<file path="src/rtl/twiddle_pkg.sv">
// Shared Q2.14 twiddle constants, angle/sample types and the index -> {cos,sin} table.
// Latency: n/a (package only).
// Backpressure: n/a. The table function is shared with the ROM decoder and the TWIDDLE_ANGLE_EXACT_EN path.
package twiddle_pkg;

    localparam int COS_SIN    = 16;
    localparam int FLT_BIT    = 14;
    localparam int TAN_PI_16  = 3259;
    localparam int TAN_3PI_16 = 10947;

    typedef logic [3:0]         angle_idx_t;
    typedef logic signed [15:0] q2_14_t;

    localparam q2_14_t COS_0        = 16'sd16384;
    localparam q2_14_t COS_PI_8     = 16'sd15136;
    localparam q2_14_t COS_PI_4     = 16'sd11585;
    localparam q2_14_t SIN_PI_8     = 16'sd6269;
    localparam q2_14_t NEG_COS_0    = -16'sd16384;
    localparam q2_14_t NEG_COS_PI_8 = -16'sd15136;
    localparam q2_14_t NEG_COS_PI_4 = -16'sd11585;
    localparam q2_14_t NEG_SIN_PI_8 = -16'sd6269;
    localparam q2_14_t ZERO_Q       = 16'sd0;

    // Complex sample, re in the MSBs to match the din bus layout
    typedef struct packed {
        q2_14_t re;
        q2_14_t im;
    } cplx_t;

    // S1 fold result: signs, octant swap flag, magnitudes ordered max/min
    typedef struct packed {
        logic               sr;
        logic               si;
        logic               sw;
        logic               zero;
        logic [COS_SIN-1:0] x;
        logic [COS_SIN-1:0] y;
    } fold_t;

    // S2 result: signs plus the first-quadrant index j (0..4)
    typedef struct packed {
        logic       sr;
        logic       si;
        logic       zero;
        logic [2:0] j;
    } sub_t;

    // Decoder constant pair for angle k*pi/8
    function automatic cplx_t cos_sin(input angle_idx_t k);
        cplx_t r;
        case (k)
            4'd0:    r = '{re: COS_0,        im: ZERO_Q};
            4'd1:    r = '{re: COS_PI_8,     im: SIN_PI_8};
            4'd2:    r = '{re: COS_PI_4,     im: COS_PI_4};
            4'd3:    r = '{re: SIN_PI_8,     im: COS_PI_8};
            4'd4:    r = '{re: ZERO_Q,       im: COS_0};
            4'd5:    r = '{re: NEG_SIN_PI_8, im: COS_PI_8};
            4'd6:    r = '{re: NEG_COS_PI_4, im: COS_PI_4};
            4'd7:    r = '{re: NEG_COS_PI_8, im: SIN_PI_8};
            4'd8:    r = '{re: NEG_COS_0,    im: ZERO_Q};
            4'd9:    r = '{re: NEG_COS_PI_8, im: NEG_SIN_PI_8};
            4'd10:   r = '{re: NEG_COS_PI_4, im: NEG_COS_PI_4};
            4'd11:   r = '{re: NEG_SIN_PI_8, im: NEG_COS_PI_8};
            4'd12:   r = '{re: ZERO_Q,       im: NEG_COS_0};
            4'd13:   r = '{re: SIN_PI_8,     im: NEG_COS_PI_8};
            4'd14:   r = '{re: COS_PI_4,     im: NEG_COS_PI_4};
            default: r = '{re: COS_PI_8,     im: NEG_SIN_PI_8};
        endcase
        return r;
    endfunction

endpackage

</file>
<file path="src/rtl/twiddle_octant_cmp.sv">
// Picks the sub-sector 0..2 of a first-octant point (x>=y>=0) against tan(pi/16), tan(3pi/16).
// Latency: combinational.
// Backpressure: none; pure function of x and y. Ties resolve to the higher sub-sector.
module twiddle_octant_cmp
    import twiddle_pkg::*;
(
    input  logic [COS_SIN-1:0] x,
    input  logic [COS_SIN-1:0] y,
    output logic [1:0]         s
);

    logic [29:0] p;
    logic [29:0] q1;
    logic [29:0] q3;

    // y/x >= tan(theta) rewritten as y*2^14 >= x*round(tan(theta)*2^14), no divider
    assign p  = {y, {FLT_BIT{1'b0}}};
    assign q1 = {14'd0, x} * 30'(TAN_PI_16);
    assign q3 = {14'd0, x} * 30'(TAN_3PI_16);

    // Threshold ladder, highest boundary first so equality lands in the upper sector
    always_comb begin
        s = 2'd0;
        if (p >= q3) begin
            s = 2'd2;
        end else if (p >= q1) begin
            s = 2'd1;
        end
    end

endmodule

</file>
<file path="src/rtl/twiddle_angle_encoder.sv">
// Maps a Q2.14 {re,im} phasor to the nearest k*pi/8 index; optional exact-match flag under TWIDDLE_ANGLE_EXACT_EN.
// Latency: 3 cycles (fold, sub-sector, quadrant map), one sample per cycle.
// Backpressure: each stage loads when empty or draining; din_rdy is combinational from dout_rdy; 3 samples held when stalled.
module twiddle_angle_encoder
    import twiddle_pkg::*;
(
    input  logic                 clk,
    input  logic                 rst,
    input  logic [2*COS_SIN-1:0] din,
    input  logic                 din_vld,
    output logic                 din_rdy,
    output logic [3:0]           dout,
    output logic                 dout_vld,
    input  logic                 dout_rdy,
    output logic                 dout_zero,
    output logic                 dout_exact
);

    logic       s1_vld_q;
    logic       s2_vld_q;
    logic       dout_vld_q;
    fold_t      s1_q;
    fold_t      s1_d;
    sub_t       s2_q;
    sub_t       s2_d;
    angle_idx_t k_q;
    angle_idx_t k_d;
    logic       zero_q;

    logic       s1_en;
    logic       s2_en;
    logic       s3_en;

    logic [COS_SIN-1:0] re_raw;
    logic [COS_SIN-1:0] im_raw;
    logic [COS_SIN-1:0] a_mag;
    logic [COS_SIN-1:0] b_mag;
    logic [1:0]         sub_s;

    // A stage may load when it is empty or its content leaves this cycle
    assign s3_en   = !dout_vld_q || dout_rdy;
    assign s2_en   = !s2_vld_q || s3_en;
    assign s1_en   = !s1_vld_q || s2_en;
    assign din_rdy = s1_en;

    assign re_raw = din[2*COS_SIN-1:COS_SIN];
    assign im_raw = din[COS_SIN-1:0];

    // S1 fold: magnitudes as unsigned so -32768 becomes 32768, then order into x>=y
    always_comb begin
        a_mag     = re_raw[COS_SIN-1] ? (~re_raw + 16'd1) : re_raw;
        b_mag     = im_raw[COS_SIN-1] ? (~im_raw + 16'd1) : im_raw;
        s1_d      = '0;
        s1_d.sr   = re_raw[COS_SIN-1];
        s1_d.si   = im_raw[COS_SIN-1];
        s1_d.sw   = (a_mag < b_mag);
        s1_d.x    = (a_mag < b_mag) ? b_mag : a_mag;
        s1_d.y    = (a_mag < b_mag) ? a_mag : b_mag;
        s1_d.zero = (a_mag == '0) && (b_mag == '0);
    end

    // S1 register
    always_ff @(posedge clk) begin
        if (rst) begin
            s1_vld_q <= 1'b0;
            s1_q     <= '0;
        end else if (s1_en) begin
            s1_vld_q <= din_vld;
            if (din_vld) begin
                s1_q <= s1_d;
            end
        end
    end

    twiddle_octant_cmp u_octant_cmp (
        .x (s1_q.x),
        .y (s1_q.y),
        .s (sub_s)
    );

    // S2: mirror the sub-sector back across the diagonal when re/im were swapped
    always_comb begin
        s2_d      = '0;
        s2_d.sr   = s1_q.sr;
        s2_d.si   = s1_q.si;
        s2_d.zero = s1_q.zero;
        s2_d.j    = s1_q.sw ? (3'd4 - {1'b0, sub_s}) : {1'b0, sub_s};
    end

    // S2 register
    always_ff @(posedge clk) begin
        if (rst) begin
            s2_vld_q <= 1'b0;
            s2_q     <= '0;
        end else if (s2_en) begin
            s2_vld_q <= s1_vld_q;
            if (s1_vld_q) begin
                s2_q <= s2_d;
            end
        end
    end

    // S3: unfold first-quadrant j into the full circle using the original sign bits
    always_comb begin
        unique case ({s2_q.sr, s2_q.si})
            2'b00:   k_d = {1'b0, s2_q.j};
            2'b10:   k_d = 4'd8 - {1'b0, s2_q.j};
            2'b11:   k_d = 4'd8 + {1'b0, s2_q.j};
            default: k_d = 4'd0 - {1'b0, s2_q.j};
        endcase
        if (s2_q.zero) begin
            k_d = 4'd0;
        end
    end

    // S3 output register; held while dout_vld && !dout_rdy
    always_ff @(posedge clk) begin
        if (rst) begin
            dout_vld_q <= 1'b0;
            k_q        <= '0;
            zero_q     <= 1'b0;
        end else if (s3_en) begin
            dout_vld_q <= s2_vld_q;
            if (s2_vld_q) begin
                k_q    <= k_d;
                zero_q <= s2_q.zero;
            end
        end
    end

    assign dout      = k_q;
    assign dout_vld  = dout_vld_q;
    assign dout_zero = zero_q;

`ifdef TWIDDLE_ANGLE_EXACT_EN
    cplx_t s1_orig_q;
    cplx_t s2_orig_q;
    logic  exact_q;

    // Carry the untouched sample alongside the pipeline for the exact-match compare
    always_ff @(posedge clk) begin
        if (rst) begin
            s1_orig_q <= '0;
            s2_orig_q <= '0;
        end else begin
            if (s1_en && din_vld) begin
                s1_orig_q <= din;
            end
            if (s2_en && s1_vld_q) begin
                s2_orig_q <= s1_orig_q;
            end
        end
    end

    // Exact flag: sample is bit-identical to the decoder constant for the chosen k
    always_ff @(posedge clk) begin
        if (rst) begin
            exact_q <= 1'b0;
        end else if (s3_en && s2_vld_q) begin
            exact_q <= (s2_orig_q == cos_sin(k_d));
        end
    end

    assign dout_exact = exact_q;
`else
    assign dout_exact = 1'b0;
`endif

endmodule

</file>
<file path="config.mk">
export PLATFORM = sky130hd
export DESIGN_NAME = twiddle_angle_encoder
export DESIGN_NICKNAME = d
export VERILOG_FILES = /design/src/rtl/twiddle_pkg.sv /design/src/rtl/twiddle_octant_cmp.sv /design/src/rtl/twiddle_angle_encoder.sv
export SDC_FILE = /design/constraint.sdc
export NUM_CORES = 1
export LEC_CHECK = 0
export ABC_AREA = 1
export CELL_PAD_IN_SITES_DETAIL_PLACEMENT = 0
export CELL_PAD_IN_SITES_GLOBAL_PLACEMENT = 1
export CORE_MARGIN = 2
export CORE_UTILIZATION = 43
export CTS_CLUSTER_SIZE = 28
export DETAILED_ROUTE_END_ITERATION = 10
export GPL_ROUTABILITY_DRIVEN = 0
export GPL_TIMING_DRIVEN = 0
export PLACE_DENSITY_LB_ADDON = 0.25
export SYNTH_ARGS = -nofsm -noshare
export SYNTH_HDL_FRONTEND = slang
export SYNTH_HIERARCHICAL = 1
export SYNTH_SLANG_ARGS = --single-unit
</file>
<file path="constraint.sdc">
create_clock -name clk -period 5.8 [get_ports clk]
set_input_delay 1.45 -clock clk [delete_from_list [all_inputs] [get_ports clk]]
set_output_delay 1.45 -clock clk [all_outputs]
set_load 0.02 [all_outputs]
</file>
==> reports/qor.csv, run 1 <==
metric;value;unit
worst_pin_slew;698;ps
synth-xor-area-share;0.0258;
cts_buffers;5;
period_needed;6470;ps
cp_slowest_stage_delay;540;ps
cts_buffer_depth;2;
cpMaxStageDelayCell;fa_1;
die_w;177;µm
coreArea;29600;µm²
synthToLayoutAreaGrowth;19.5;%
synthMuxAreaShare;0;
nFillCells;2870;
rr_worst_depth;29;
ys_warn_count;6;
finClkSkew;9.08;ps
cp_max_fo;6;
ant_nets;0;
setup_viol;3;
die_area;31400;µm²
start_kind;flip-flop;
initial_utilization;0.436;
ctsHoldBuffers;0;
endpoint_kind;flip-flop;
rows;63;
cp-endpoint;s2_q[1];
power.density;449;nW/µm²
maxCapViolCount;0;
seq_area_frac_synth;0.0776;
die_h;177;µm
synth-compound-area-share;0.0993;
period_share;1.12;
max-vdd-ir-drop;270;µV
power;6.91;mW
syn_area;12900;µm²
worstPathArrival;6650;ps
synthArstFlopShare;0;
firstDrtPassIters;4;
cp_common_cell;ha_1;
viasPerCell;5.04;
synthAdderAreaFrac;0.439;
synth_top_family_by_area;adder cells;
clockRootBuffer;clkbuf_16;
vias;11600;
wirelength;37200;µm
htree_levels;2;
fin_nets;2315;
hold_violations;0;
setup.worst_path.class;flip-flop to flip-flop;
hold_path_class;flip-flop to flip-flop;
grt_antenna_before_repair;0;
post_drt_wl_per_cell;16.2;µm
r2r-start;s1_q[25];
grt_pass1_wl;59800;µm
dp.final_hpwl;31300;µm
rsz0062_at_grt;true;
fmax;154;MHz
status;finished with violations;
drc;0;
portBuffers;42;
mostFrequentLayoutCell;inv_1;
synth_ff_type;dfxtp_1;
clock-sinks;50;
syn_inst;1777;
io_pins;44;
cts_tree;yes;
violations;negative setup slack;
place_area;14000;µm²
startpoint;s1_q[25];
antenna_cells;0;
r2r-end;s2_q[1];
grt_max_degree;15;
crit_required;5980;ps
ys_types;43;
final_cell_mix;inv_1 (386), nand2_1 (318), ha_1 (216);
synth_edf_count;0;
synth-seq-cells;50;
drt_iter0_drc;627;
clkTransAtPathRegs;70;ps
grt-ovfl-total;0;
reg2reg_slack;-670;ps
syn_area_per_cell;7.26;µm²
yosys.area_share.simple;0.230;
synth_fp_nets;2188;
worst_slew_margin_rel;0.535;
drive_above_1_share;0.173;
grt_usage;0.244;
slew_viol_final;0;
p_leak;8.23;nW
clock_latency;290;ps
grt_pass1_vias;11500;
worst_slack;-674;ps
final_area;15400;µm²
cell type report:
class / count / area [µm²] / area share
Multi-Input combinational cell: 1300 / 11000 / 0.715
Inverter: 403 / 1520 / 0.0989
Sequential cell: 50 / 1060 / 0.0689
Timing Repair Buffer: 120 / 1060 / 0.0688
Tap cell: 390 / 488 / 0.0317
Buffer: 24 / 130 / 0.00845
Clock buffer: 6 / 129 / 0.00836
Clock inverter: 1 / 6.26 / 0.000406
cells by family after synthesis:
group,Yosys count
compound gates,205
flops,50
buf+inv,427
fa+ha+maj,375
xor+xnor,38
simple gates,681
other cells,1
synth_stat cells (7+ instances only):
master / number / area, µm²
nand4_1: 16 / 100
a21oi_2: 22 / 193
o21ai_0: 48 / 240
nand2_1: 335 / 1260
nand3_2: 12 / 120
a21oi_1: 81 / 405
fa_1: 129 / 2580
o211ai_1: 12 / 90.1
buf_2: 8 / 40.0
xor2_1: 19 / 166
xnor2_1: 19 / 166
nand2_2: 35 / 219
o211ai_2: 7 / 87.6
inv_1: 398 / 1490
dfxtp_1: 50 / 1000
nand3_1: 103 / 515
clkbuf_1: 8 / 30.0
nor2_1: 146 / 548
nor3_1: 14 / 70.1
ha_1: 246 / 3080
nand3b_1: 7 / 52.6
flip-flops by register name, indices dropped and copies added, names as in the netlist:
signal / count
dout: 4
dout_vld: 1
dout_zero: 1
s1_q: 36
s1_vld_q: 1
s2_q: 6
s2_vld_q: 1
how the worst min path moves through the flow:
stage,to,start,depth (start not counted)
2_1_floorplan,s1_q[32],s1_q[32],2
6_report,dout[0],dout[0],2
4_1_cts,s1_q[32],s1_q[32],2
3_3_place_gp,s1_q[32],s1_q[32],2
5_1_grt,dout[0],dout[0],2
3_5_place_dp,s1_q[32],s1_q[32],2
layer usage:
layer	GRT usage	wire (µm)	up-vias
met3	0.0144	1220	58
met4	0.0882	1410	0
met2	0.432	18200	205
li1	-	-	5866
met5	0	0	-
met1	0.314	16400	5439
timing repair:
action | CTS | global route
pin swaps | 51 | 19
endpoints found under the setup margin | 3 | 3
gates resized for setup | 131 | 13
buffers inserted | 68 | 10
through the flow:
step,utilization,setup WS (ps),std cells,hold WS [ps],TNS (ps)
6_report,0.521,-674,2294,466,-1740
5_1_grt,0.521,-963,2294,492,-2590
4_1_cts,0.517,-651,2284,466,-1650
3_5_place_dp,0.474,-1430,2209,457,-3930
3_3_place_gp,0.474,-1350,2209,454,-3690
2_1_floorplan,-,-29.3,1777,442,-29.3
critical path: cells and delay by family, from the launching register on:
family          cells  cell delay (ps)
xor+xnor            1              190
buf+inv             5              440
simple gates       10             1290
compound gates      5              990
flops               1              390
fa+ha+maj           8             3050
power by group:
group | leakage (nW) | internal (mW) | switching, mW
Clock | 0.0673 | 0.158 | 0.123
Sequential | 0.423 | 0.374 | 0.0684
Combinational | 7.74 | 2.53 | 3.66
No activity file was read; power rests on OpenSTA's default activity.
==> run 2, diff against run 1 <==
Settings changed: CORE_UTILIZATION 43 to 48, SETUP_SLACK_MARGIN set to 0.15, SLEW_MARGIN set to 15.
Clock period 5.8 ns to 6.5 ns, I/O delays scaled along.
==> reports/qor.csv, run 2 (synthesized netlist as in run 1, its figures left out) <==
metric;value;unit;change
final_cell_mix;inv_1 (384), nand2_1 (321), ha_1 (213);;
slew_viol_final;0;;unchanged
clkTransAtPathRegs;70;ps;about the same
timing.hold.ws;464;ps;-1.08 ps
vias;11700;;+1.1%
rsz0062_at_grt;true;;
grt-ovfl-total;0;;unchanged
io_pins;44;;unchanged
p_leak;8.14;nW;-1.1%
fmax;155;MHz;+0.33%
cpMaxStageDelayCell;fa_1;;
post_drt_wl_per_cell;16.4;µm;+1.2%
fin_nets;2302;;-0.56%
viasPerCell;5.25;;+4.1%
max-vdd-ir-drop;276;µV;+2.1%
startpoint;s1_q[25];;
htree_levels;2;;unchanged
endpoint_kind;flip-flop;;
antenna_cells;0;;unchanged
period_share;0.993;;-0.123
top_register;s1_q;;
clock_latency;300;ps;about the same
rows;59;;-6.3%
cp_max_fo;6;;unchanged
largest_reg_flops;36;;unchanged
r2r-end;s2_q[1];;
die_h;168;µm;-5.2%
drc;0;;unchanged
mostFrequentLayoutCell;inv_1;;
power.density;406;nW/µm²;-9.6%
wirelength;36600;µm;-1.8%
cts_buffer_depth;2;;unchanged
r2r-start;s1_q[25];;
portBuffers;42;;unchanged
power;6.18;mW;-11%
die_w;168;µm;-5.2%
hp-start;dout[1];;
maxCapViolCount;0;;unchanged
coreArea;26200;µm²;-11%
reg2reg_slack;50;ps;+720 ps
period_needed;6450;ps;-21.0 ps
grt_pass1_vias;11800;;+2.8%
hold_path_class;flip-flop to flip-flop;;
grt_max_degree;16;;+1
cts_buffers;5;;unchanged
grt_usage;0.266;;+0.0217
finClkSkew;11.2;ps;+2.14 ps
hold_violations;0;;unchanged
firstDrtPassIters;5;;+1
dp.final_hpwl;30400;µm;-3.1%
instances_no_fill;2227;;-2.9%
worstHoldPathCells;2;;unchanged
crit_required;6680;ps;+700 ps
clockRootBuffer;clkbuf_16;;
die_area;28200;µm²;-10%
setup.worst_path.class;flip-flop to flip-flop;;
ctsHoldBuffers;0;;unchanged
start_kind;flip-flop;;
path_depth;31;;+6.9%
cp_common_cell;ha_1;;
cp-endpoint;s2_q[1];;
worstPathArrival;6640;ps;about the same
setup_viol;0;;-3
place_inst;2154;;-2.5%
cts_tree;yes;;
clock-sinks;50;;unchanged
cp_slowest_stage_delay;530;ps;about the same
worst_pin_slew;752;ps;+53.9 ps
rr_worst_depth;31;;+6.9%
drt_iter0_drc;531;;-15%
grt_pass1_wl;59500;µm;-0.47%
ant_nets;0;;unchanged
initial_utilization;0.492;;+0.0558
crit_family;adder cells;;
worst_slew_margin_rel;0.499;;-0.0359
grt_antenna_before_repair;0;;unchanged
cp_num_buf_inv;4;;-1
drive_above_1_share;0.168;;-0.00525
status;finished, final reports clean;;
synthToLayoutAreaGrowth;18.3;%;
## run 2: changes by cell type in the layout (fill, tap and decap cells not counted), sizes merged
cell	before	now
inv	401	400
clkinv	0	1
buf	94	81
clkinvlp	3	4
## run 2: final cells by class
| cell class | count | area, µm² |
|---|---|---|
| inverters | 403 | 1520 |
| flip-flops and latches | 50 | 1060 |
| clock buffers | 6 | 139 |
| clock inverters | 2 | 12.5 |
| repair buffers | 107 | 921 |
| plain buffers | 24 | 130 |
| fillers | 2482 | 11000 |
| multi-input cells | 1300 | 11000 |
| well taps | 335 | 419 |
## run 2: per-layer routing
metal	GRT usage	up-vias	share of wire
li1	-	5843	-
met1	0.327	5518	0.43
met2	0.479	267	0.49
met3	0.0353	65	0.047
met4	0.0907	0	0.034
met5	0	-	0
## run 2: worst min-delay path by stage
stage | to | slack (ps)
6_report | dout[1] | 460
5_1_grt | dout[2] | 490
4_1_cts | dout[1] | 470
3_3_place_gp | s1_q[32] | 460
3_5_place_dp | dout[1] | 460
2_1_floorplan | s1_q[32] | 440
## run 2: through the flow
stage | setup TNS, ps | area, µm² | worst slack (ps) | utilization
detailed placement | -2690 | 13700 | -1020 | 0.524
global placement | -2670 | 13700 | -1030 | 0.524
finish | 0 | 15200 | 46.9 | 0.582
floorplan | 0 | 12900 | 215 | -
global route | -697 | 15200 | -331 | 0.582
CTS | -8.09 | 14900 | -8.09 | 0.569
## run 2: timing repair
action                     in CTS  in global routing
setup endpoints to repair       3                  3
pin swaps                      52                 32
resized for setup             145                 55
setup buffers                  50                 15
hold endpoints to repair        0                  0
## run 2: power by group
part | internal [mW] | total (mW) | switching [mW] | leakage, nW
logic | 2.21 | 5.51 | 3.31 | 7.65
registers | 0.334 | 0.396 | 0.0625 | 0.423
clock network | 0.153 | 0.275 | 0.123 | 0.0729
total | 2.69 | 6.18 | 3.49 | 8.14
## run 2: worst min-delay path: cells and delay by family, from the launching register on
kind | cells | cell delay (ps)
AO/OA/AOI/OAI | 1 | 50
flip-flops | 1 | 310
AND/OR/NAND/NOR | 1 | 60
==> run 3, diff against run 2 <==
Settings changed: SLEW_MARGIN 15 to 0.
==> results of run 3 <==
Final layout, timing and power as in run 2 (identical DEF).
